File: config.mk
export PLATFORM = sky130hd
export DESIGN_NAME = sockit_spi_que
export DESIGN_NICKNAME = d
export VERILOG_FILES = /design/src/rtl/sockit_spi_que.sv
export SDC_FILE = /design/constraint.sdc
export NUM_CORES = 1
export LEC_CHECK = 0
export ABC_AREA = 1
export ABC_CLOCK_PERIOD_IN_PS = 2700
export BUFFER_PORTS_ARGS = -buffer_cell sky130_fd_sc_hd__buf_2
export CAP_MARGIN = 20
export CORE_MARGIN = 2
export CORE_UTILIZATION = 53
export CTS_BUF_LIST = sky130_fd_sc_hd__clkbuf_4
export DETAILED_ROUTE_END_ITERATION = 16
export PLACE_DENSITY = 0.77
export SLEW_MARGIN = 15
export SYNTH_ARGS = -nofsm -noshare
export SYNTH_HDL_FRONTEND = slang
export SYNTH_SLANG_ARGS = --single-unit
File: constraint.sdc
create_clock -name clk -period 2.7 [get_ports clk]
set_input_delay 0.54 -clock clk [delete_from_list [all_inputs] [get_ports clk]]
set_output_delay 0.54 -clock clk [all_outputs]
set_load 0.05 [all_outputs]
File: src/rtl/sockit_spi_que.sv
// Ring-buffer queue feeding the SPI clock-domain-crossing token stage (valid/ready in, req/grt out).
// Define SOCKIT_SPI_QUE_OREG_EN to add a registered output stage in front of cdc_dat/cdc_req.
module sockit_spi_que #(
  parameter int DW = 32,
  parameter int AW = 2
) (
  input  logic          clk,
  input  logic          rst,
  input  logic          flush,
  input  logic          bus_vld,
  input  logic [DW-1:0] bus_dat,
  output logic          bus_rdy,
  output logic          cdc_req,
  input  logic          cdc_grt,
  output logic [DW-1:0] cdc_dat,
  output logic [AW:0]   cnt
);

  localparam int DEPTH = 2**AW;
  localparam logic [AW:0] FULL = {1'b1, {AW{1'b0}}};

  logic [DW-1:0] mem_q [DEPTH];
  logic [AW-1:0] wpt_q, wpt_d;
  logic [AW-1:0] rpt_q, rpt_d;
  logic [AW:0]   mcnt_q, mcnt_d;
  logic          wr;
  logic          rd_mem;
  logic          mem_nempty;

  // Full/empty decode from registered state only, so no input reaches bus_rdy/cdc_req.
  assign bus_rdy    = (mcnt_q != FULL);
  assign mem_nempty = (mcnt_q != '0);
  assign wr         = bus_vld & bus_rdy;

`ifdef SOCKIT_SPI_QUE_OREG_EN
  logic          ovld_q, ovld_d;
  logic [DW-1:0] oreg_q, oreg_d;

  // Refill the output register whenever it is empty or being consumed.
  assign rd_mem = (!ovld_q | cdc_grt) & mem_nempty;

  always_comb begin
    ovld_d = ovld_q;
    oreg_d = oreg_q;
    if (flush) begin
      ovld_d = 1'b0;
    end else if (rd_mem) begin
      ovld_d = 1'b1;
      oreg_d = mem_q[rpt_q];
    end else if (cdc_grt) begin
      ovld_d = 1'b0;
    end
  end

  always_ff @(posedge clk) begin
    if (rst) begin
      ovld_q <= 1'b0;
      oreg_q <= '0;
    end else begin
      ovld_q <= ovld_d;
      oreg_q <= oreg_d;
    end
  end

  assign cdc_req = ovld_q;
  assign cdc_dat = oreg_q;
  assign cnt     = mcnt_q + {{AW{1'b0}}, ovld_q};
`else
  assign rd_mem  = mem_nempty & cdc_grt;
  assign cdc_req = mem_nempty;
  assign cdc_dat = mem_q[rpt_q];
  assign cnt     = mcnt_q;
`endif

  always_comb begin
    wpt_d  = wpt_q;
    rpt_d  = rpt_q;
    mcnt_d = mcnt_q;
    if (flush) begin
      wpt_d  = '0;
      rpt_d  = '0;
      mcnt_d = '0;
    end else begin
      if (wr)     wpt_d = wpt_q + 1'b1;
      if (rd_mem) rpt_d = rpt_q + 1'b1;
      case ({wr, rd_mem})
        2'b10:   mcnt_d = mcnt_q + 1'b1;
        2'b01:   mcnt_d = mcnt_q - 1'b1;
        default: mcnt_d = mcnt_q;
      endcase
    end
  end

  always_ff @(posedge clk) begin
    if (rst) begin
      wpt_q  <= '0;
      rpt_q  <= '0;
      mcnt_q <= '0;
    end else begin
      wpt_q  <= wpt_d;
      rpt_q  <= rpt_d;
      mcnt_q <= mcnt_d;
    end
  end

  // Storage has no reset; a write coinciding with flush or rst is dropped.
  always_ff @(posedge clk) begin
    if (wr && !flush && !rst) begin
      mem_q[wpt_q] <= bus_dat;
    end
  end

endmodule

==> summary.md <==
| Metric | Value |
|---|---|
| Vias | `3353` |
| Clock Skew | `0.0162 ns` |
| Post-CTS Hold Fix Bufs | `0` |
| Total routing usage reported by global routing | `0.205` |
| Post-Syn Nets | `425` |
| Die extent in y | `104 µm` |
| Status | `complete, no violations` |
| Sequential share of power | `0.556` |
| Number of I/O pins | `74` |
| Average via count per standard cell | `5.45` |
| HP Class | `in2reg` |
| # diodes | `0` |
| Required @ worst endpoint | `2.16 ns` |
| Synth Register Bits | `137` |
| NumNets Final | `512` |
| Gr ovfl total | `0` |
| Clk_lat worst skew | `0.51 ns` |
| Pleak | `0.00223 µW` |
| Synth cell types | `23` |
| Sw frac | `0.230` |
| Die area | `10800 µm²` |
| Worst-margin pin slew | `0.408 ns` |
| Slew Limit Fails | `0` |
| Dpl cells | `582` |
| Worst reg2reg startpoint | `cnt[1]` |
| Setup TNS | `0 ns` |
| FF-to-FF path depth | `5` |
| Layout Cells excl Fill | `615` |
| Reg clk slew, reported paths | `0.12 ns` |
| CORE AREA | `9730 µm²` |
| Slew HR | `0.727` |
| Post-synthesis sequential area ratio | `0.760` |
| Period Utilization, post-route | `0.935` |
| P_sw | `979 µW` |
| Crit-path max FO | `64` |
| Min cycle time layout | `2.52 ns` |
| Vias in the first global route | `3461` |
| Critical path class | `reg2out` |
| DRC viols | `0` |
| Area Growth Syn to Fin | `17.0%` |
| RSZ-0062 raised after global routing | `no` |
| R2r endpoint | `mem_q[0][27]` |
| Mapped Area | `5290 µm²` |
| Synth warn | `0` |
| Rows | `36` |
| Post-Syn Instances | `382` |
| Synth top area cells | `edfxtp_1 (73%), nor2_1 (5.5%), o22ai_1 (3.8%)` |
| Dpl hpwl | `6410 µm` |
| Int Power | `3270 µW` |
| Total CTS buffers | `17` |
| Worst reg2reg setup slack | `0.84 ns` |
| Design area | `6190 µm²` |
| Max-cap check violation count | `0` |
| Post-route ant nets | `0` |
| DRT Pass-1 Iters | `5` |
| Port Buffers | `73` |
| Worst setup endpoint | `cdc_dat[28]` |
| Pin count of the biggest net entering global routing | `65` |
| Initial Utilization | `0.544` |
| Global-route wire length before repair | `16900 µm` |
| Deepest clock path buffer count | `2` |
| GPL Wtd Cong | `0.769` |
| Comb power frac | `0.071` |
| Worst VDD drop | `0.302 mV` |
| Post-Syn Area per Cell | `13.9 µm²` |
| DP Area | `5810 µm²` |
| Pwr/cell area | `686 nW/µm²` |
| Final Routed Wirelength | `10600 µm` |
| Die width | `104 µm` |
| Cell taking the most area after synthesis | `edfxtp_1` |
| Sink Count | `137` |
| Root Driver | `clkbuf_4` |
| Fin. Hold Viols | `0` |
| DR iter-0 viols | `265` |
| Filler Cell Count | `736` |
| Clock share of power | `0.373` |
| Crit end category | `output port` |
| CTS tree | `yes` |
| H-tree depth | `4` |
| Top cell type's share of synthesized area | `0.726` |
| Avg WL per Cell | `17.3 µm` |
| Final setup viols | `0` |
| Startpoint types | `register` |
| Antenna violations before repair | `0` |
| Share of cells above drive strength 1 | `0.274` |
| Arr. time, crit path | `1.98 ns` |
| F_max | `396 MHz` |
-- stage by stage --
step | util | power, µW | setup slack [ns] | hold WS [ns]
after detailed placement | 0.597 | 2710 | 0.441 | 0.503
after global routing | 0.637 | 4380 | 0.0462 | 0.196
final | 0.637 | 4250 | 0.177 | 0.228
after CTS | 0.634 | 4260 | 0.0670 | 0.199
after floorplan | - | 2610 | -0.181 | 0.460
after global placement | 0.597 | 2700 | 0.518 | 0.485
-- what timing repair did --
item	CTS	global route
resized for setup	3	2
gates cloned	0	0
endpoints found under the setup margin	31	5
pin swaps	0	0
buffers inserted	0	1
-- power by group through the flow --
stage                     Combinational (µW)  Clock (µW)  Sequential (µW)
final                                    303        1580             2360
after global routing                     325        1690             2360
after global placement                   290           0             2410
after floorplan                          194           0             2410
after CTS                                300        1600             2360
after detailed placement                 299           0             2410
-- sequential cells by signal (all words and copies together), names as in the netlist, named ones only --
register,cells
cnt,3
mem_q,128
rpt_q,2
wpt_q,2
-- critical path, cell delays in order, from the launching register on --
cell and delay (ns):
dfxtp_4 0.54, clkinv_8 0.27, o21ai_1 0.27, o22ai_1 0.13, buf_2 0.23
-- final cells by class --
type | instances | area [µm²] | share of cell area
flip-flops and latches | 137 | 4030 | 0.651
multi-input cells | 207 | 1060 | 0.172
repair buffers | 87 | 494 | 0.0798
clock inverters | 14 | 220 | 0.0356
well taps | 133 | 166 | 0.0269
clock buffers | 18 | 135 | 0.0218
inverters | 19 | 86.3 | 0.0139
-- worst min path at each step --
stage | cells past startpoint | start | end | slack [ns]
6_report | 1 | bus_dat[18] | mem_q[2][18] | 0.23
3_3_place_gp | 2 | rpt_q[1] | rpt_q[1] | 0.48
5_1_grt | 1 | bus_dat[30] | mem_q[0][30] | 0.20
3_5_place_dp | 2 | rpt_q[1] | rpt_q[1] | 0.50
2_1_floorplan | 2 | rpt_q[1] | register | 0.46
4_1_cts | 1 | bus_dat[18] | mem_q[2][18] | 0.20
-- Yosys cell counts, drive strengths merged --
library cell and count:
nand2 15, edfxtp 128, nand3b 1, clkbuf 1
a21boi 1, o22ai 32, nor2 79, buf 18
o21ai 66, a21oi 3, fa 1, dfxtp 9
ha 5, nand3 4, inv 19
-- cells in the final DEF (no fill, tap or decap), types with 2 or more instances in the layout --
master      count
nand2_1        14
nand3_1         4
nor2_4          5
o22ai_1        32
inv_1          16
a21oi_1         3
dfxtp_1         7
buf_4          11
buf_2          73
o21ai_0        38
clkinv_4        2
edfxtp_1      128
clkinvlp_4      4
ha_1            5
o21ai_1        28
inv_6           2
bufinv_16       5
nor2_1         73
clkbuf_4       18
-- cell families after synthesis --
logic type	share of synthesized area
buf+inv	0.0447
compound gates	0.105
simple gates	0.0742
flops	0.760
fa+ha+maj	0.0156
-- routing by layer --
metal	vias to the layer above	track usage	routed length, µm
met4	0	0.0946	193
met3	17	0.0583	708
met2	144	0.344	5430
met5	-	0	0
li1	1577	-	-
met1	1615	0.247	4290
(Power assumes the default switching activity.)
